===== src/rtl/pipe_arith_pkg.sv =====
// Shared constants for the three-stage arithmetic streaming pipeline.
package pipe_arith_pkg;

    localparam int W_DEF    = 10;
    localparam int N_STAGES = 3;
    // Cycles from input accept to out_valid when the consumer never stalls.
    localparam int LATENCY  = N_STAGES;

endpackage


===== src/rtl/pipe_stage_reg.sv =====
// One pipeline stage register: a valid bit plus a DW-bit data slice.
import pipe_arith_pkg::*;

module pipe_stage_reg #(
    parameter int DW = 8
) (
    input  logic          clk,
    input  logic          rst,
    input  logic          flush,
    input  logic          en,
    input  logic          v_in,
    input  logic [DW-1:0] d_in,
    output logic          v_out,
    output logic [DW-1:0] d_out
);

    // Data only loads for a real item, so bubbles and flushes leave the last value in place.
    always_ff @(posedge clk) begin
        if (rst) begin
            v_out <= 1'b0;
            d_out <= '0;
        end else begin
            if (flush) begin
                v_out <= 1'b0;
            end else if (en) begin
                v_out <= v_in;
            end
            if (en && v_in && !flush) begin
                d_out <= d_in;
            end
        end
    end

endmodule


===== src/rtl/pipe_arith_hs.sv =====
// Streaming engine computing F = ((A+B)+(C-D))*D modulo 2^W over three
// handshaked stages with bubble collapsing, back-pressure and flush.
import pipe_arith_pkg::*;

module pipe_arith_hs #(
    parameter int W       = W_DEF,
    parameter int REG_OUT = 1
) (
    input  logic         clk,
    input  logic         rst,
    input  logic         flush,
    input  logic         in_valid,
    output logic         in_ready,
    input  logic [W-1:0] in_a,
    input  logic [W-1:0] in_b,
    input  logic [W-1:0] in_c,
    input  logic [W-1:0] in_d,
    output logic         out_valid,
    input  logic         out_ready,
    output logic [W-1:0] out_f
);

    generate
        if (REG_OUT != 1) begin : g_bad_reg_out
            $error("pipe_arith_hs: REG_OUT must be 1");
        end
    endgenerate

    logic         v1, v2, v3;
    logic         en1, en2, en3;
    logic [W-1:0] x1, x2, d1, x3, d2, f;
    logic [W-1:0] x1_n, x2_n, x3_n, f_n;

    // Handshake: a transfer happens on a clock edge where valid and ready are
    // both high; ready never depends on valid of the same interface, and a
    // stage may load whenever it is empty or its successor is loading.
    assign en3      = !v3 || out_ready;
    assign en2      = !v2 || en3;
    assign en1      = !v1 || en2;
    assign in_ready = en1 || rst;

    assign x1_n = in_a + in_b;
    assign x2_n = in_c - in_d;
    assign x3_n = x1 + x2;
    assign f_n  = x3 * d2;

    pipe_stage_reg #(.DW(3*W)) u_s1 (
        .clk   (clk),
        .rst   (rst),
        .flush (flush),
        .en    (en1),
        .v_in  (in_valid),
        .d_in  ({x1_n, x2_n, in_d}),
        .v_out (v1),
        .d_out ({x1, x2, d1})
    );

    pipe_stage_reg #(.DW(2*W)) u_s2 (
        .clk   (clk),
        .rst   (rst),
        .flush (flush),
        .en    (en2),
        .v_in  (v1),
        .d_in  ({x3_n, d1}),
        .v_out (v2),
        .d_out ({x3, d2})
    );

    pipe_stage_reg #(.DW(W)) u_s3 (
        .clk   (clk),
        .rst   (rst),
        .flush (flush),
        .en    (en3),
        .v_in  (v2),
        .d_in  (f_n),
        .v_out (v3),
        .d_out (f)
    );

    assign out_valid = v3;
    assign out_f     = f;

endmodule


===== config.mk =====
export PLATFORM = sky130hd
export DESIGN_NAME = pipe_arith_hs
export DESIGN_NICKNAME = d
export VERILOG_FILES = /design/src/rtl/pipe_arith_pkg.sv /design/src/rtl/pipe_stage_reg.sv /design/src/rtl/pipe_arith_hs.sv
export SDC_FILE = /design/constraint.sdc
export NUM_CORES = 1
export LEC_CHECK = 0
export ABC_AREA = 0
export CORE_ASPECT_RATIO = 0.5
export CORE_MARGIN = 2
export CORE_UTILIZATION = 63
export DETAILED_ROUTE_END_ITERATION = 7
export GPL_TIMING_DRIVEN = 0
export MAX_ROUTING_LAYER = met4
export PLACE_DENSITY = 0.89
export REMOVE_ABC_BUFFERS = 1
export SLEW_MARGIN = 20
export SYNTH_ARGS = -nofsm -noshare
export SYNTH_HDL_FRONTEND = slang
export SYNTH_HIERARCHICAL = 1
export SYNTH_SLANG_ARGS = --single-unit

===== constraint.sdc =====
create_clock -name clk -period 12.1 [get_ports clk]
set_clock_uncertainty 0.15 [all_clocks]
set_input_delay 1.815 -clock clk [delete_from_list [all_inputs] [get_ports clk]]
set_output_delay 1.815 -clock clk [all_outputs]
set_load 0.01 [all_outputs]

==> reports/summary.txt <==
post-CTS sizing -> 0
Ports -> 57
layout cells sized above 1 -> 0.0393
Worst EP arrival -> 3230 ps
worst slew pin tran -> 634 ps
area fraction of the dominant cell type after synthesis -> 0.230
CP bufs+invs -> 2
max frequency -> 192 MHz
Routed WL -> 10.3 mm
root buffer cell -> clkbuf_16
post-synthesis sequential area ratio -> 0.230
vias in the first global route -> 4191
first-pass iteration count of the detailed router -> 4
number of diodes -> 0
Top FF cell, synth -> dfxtp_1
unrepaired setup endpoints after global routing -> no
setup_tns -> 0 ps
RR Endpoint -> u_s3/d_out[9]
initial antenna violation count -> 0
R2R depth -> 18
CTS tree -> yes
Tmin final -> 5200 ps
setup slack, reg-to-reg -> 7290 ps
commonest cells after routing, fill and taps aside -> nand2b_1 (121), mux2i_1 (63), dfxtp_1 (63), inv_1 (58), clkdlybuf4s50_1 (55)
Hold Vio Cnt, Final -> 0
vias per inst -> 5.29
die footprint -> 0.00953 mm2
largest net degree at the start of global routing -> 98
row count -> 24
Clock Sinks -> 63
Die X -> 136 um
first-pass GRT wire length -> 18.2 mm
status -> completed
CP most frequent cell -> clkdlybuf4s50_1
Max VDD drop -> 0.0675 mV
Die Height -> 70.0 um
WP data required -> 10140 ps
Power Density -> 91.7 mW/mm2
Startpoint Class -> primary input
number of distinct library cells after synthesis -> 42
post-route cell area -> 0.00636 mm2
final-stage net count -> 778
Crit path max-delay family -> buffers and inverters
count of hold-fix buffers inserted at cts -> 0
Crit-path slowest cell -> clkdlybuf4s50_1
critical hold path startpoint -> u_s1/d_out[8]
Post-Syn Instances -> 609
Clock transition at path regs -> 50 ps
Post-DP HPWL -> 7.60 mm
synthesized area -> 0.00549 mm2
post-layout util -> 0.741
placed cell areas -> 0.00606 mm2
Yosys warnings -> 6
input/output buffers -> 56
max-slew violations -> 0
# DRC -> 0
Post-Syn Area per Cell -> 9.02 um2
WS Path Type -> primary input to primary output
detailed router's first-iteration violation count -> 194
Clock Latency Late Sink -> 340 ps
core area -> 0.00859 mm2
cell taking the most area after synthesis -> dfxtp_1
worst-path fanout max -> 3
GP Congestion -> 0.868
top cells by area, synth -> dfxtp_1 (23%), nand2b_1 (14%), ha_1 (12%), mux2i_1 (11%), fa_1 (9.1%)
via count -> 4113
CP Cell Sequence -> clkdlybuf4s50_1, nand4b_1, or2_1, clkdlybuf4s50_1
worst r2r src -> u_s2/d_out[3]
commonest non-fill, non-tap cell in the layout -> nand2b_1
Critical Path End Type -> primary output
Hold Path Sink -> u_s2/d_out[8]
FF+latch count, synth -> 63
Starting Density -> 0.640
total global routing overflow -> 0
Num CTS Buffers -> 9
max_slew headroom -> 0.577
hold path cells -> 2
Post-synth ARST share -> 0
Area Growth Syn to Fin -> 15.8%
GRT Util Overall -> 0.248
Tcrit/Tclk final -> 0.430
Post-DRT Antenna Nets -> 0
Max Cap Viol -> 0
Post-synth EDFFs -> 0
Setup Viol. Count Final -> 0
Routed WL per cell -> 13.2 um
H-tree levels -> 3
Setup Buffers After CTS -> 0
P_leak -> 2.78 nW
max incr delay on CP -> 480 ps
Max Root-Sink Buffers -> 2
Min-Delay Path Class -> flip-flop to flip-flop
## worst max-delay path by stage
stage / slack [ps] / startpoint / endpoint / cells after the start
after floorplan: 7710 / u_s2/d_out[3] / u_s3/d_out[9] / 18
after global placement: 5110 / rst / in_ready / 3
after detailed placement: 6930 / out_ready / in_ready / 4
after CTS: 6920 / out_ready / in_ready / 4
after global routing: 6830 / out_ready / in_ready / 4
final: 6900 / out_ready / in_ready / 4
## area by class of cell
| class | instances | area, um2 |
|---|---|---|
| Timing Repair Buffer | 58 | 606 |
| Inverter | 58 | 218 |
| Clock buffer | 12 | 256 |
| Clock inverter | 3 | 42.5 |
| Tap cell | 117 | 146 |
| Multi-Input combinational cell | 467 | 3830 |
| Sequential cell | 63 | 1260 |
| Fill cell | 637 | 2220 |
## report_power, final
part | switching, mW | leakage [nW] | internal, mW | total (mW)
logic | 0.0488 | 2.13 | 0.0559 | 0.105
registers | 0.00614 | 0.512 | 0.216 | 0.222
clock network | 0.0879 | 0.145 | 0.169 | 0.257
## worst register-to-register path: stages, from the launching register on
cell,delay [ps]
dfxtp_1,470
nand2_1,130
fa_1,560
inv_1,60
fa_1,500
inv_1,50
fa_1,480
inv_1,60
fa_1,540
inv_1,60
fa_1,440
xnor2_1,150
xnor2_1,220
xnor2_1,180
xnor2_1,130
xnor2_1,240
xnor2_1,140
nand2b_1,60
mux2i_1,110
## cell families (layout without fill, tap and decap cells)
family,after synthesis,count (layout),synth area share
AOI/OAI and AO/OA,48,48,0.0617
xor gates and xnor gates,43,43,0.0685
adders and majority gates,76,76,0.207
buffers and inverters,79,131,0.0731
DFF,63,63,0.230
muxes,63,63,0.115
and+or+nand+nor,237,237,0.245
## Yosys cell counts, types with 3 or more instances
cell	number
a21boi_1	4
a21o_1	8
a21oi_1	11
and2_1	19
and3_1	6
and3b_1	3
buf_12	5
buf_6	3
clkbuf_1	12
dfxtp_1	63
fa_1	25
ha_1	51
inv_1	58
mux2i_1	63
nand2_1	42
nand2b_1	121
nand3_1	4
nor2_1	11
nor2b_1	9
nor3_1	10
o21a_1	3
o21ai_1	8
xnor2_1	29
xor2_1	14
## layer usage
layer  wire length (um)  part of all wire  vias to the layer above  GRT usage
li1                   -                 -                     2083          -
met1               4650              0.45                     1928      0.280
met2               5100              0.50                       79      0.436
met3                341             0.033                       23     0.0545
met4                184             0.018                        0     0.0856
met5                  0                 0                        -          -
## through the flow
stage,setup WS [ps],hold WS [ps],std cells,power (mW)
floorplan,7710,298,588,0.295
global placement,5110,307,761,0.327
detailed placement,6930,313,763,0.330
CTS,6920,324,778,0.589
global route,6830,342,778,0.609
finish,6900,323,778,0.583
## flip-flops by register name (all words and copies together) (netlist names)
name        count
u_s1/d_out     30
u_s2/v_out      1
u_s3/d_out     10
u_s1/v_out      1
u_s3/v_out      1
u_s2/d_out     20
Power figures use the tool's default switching activity.
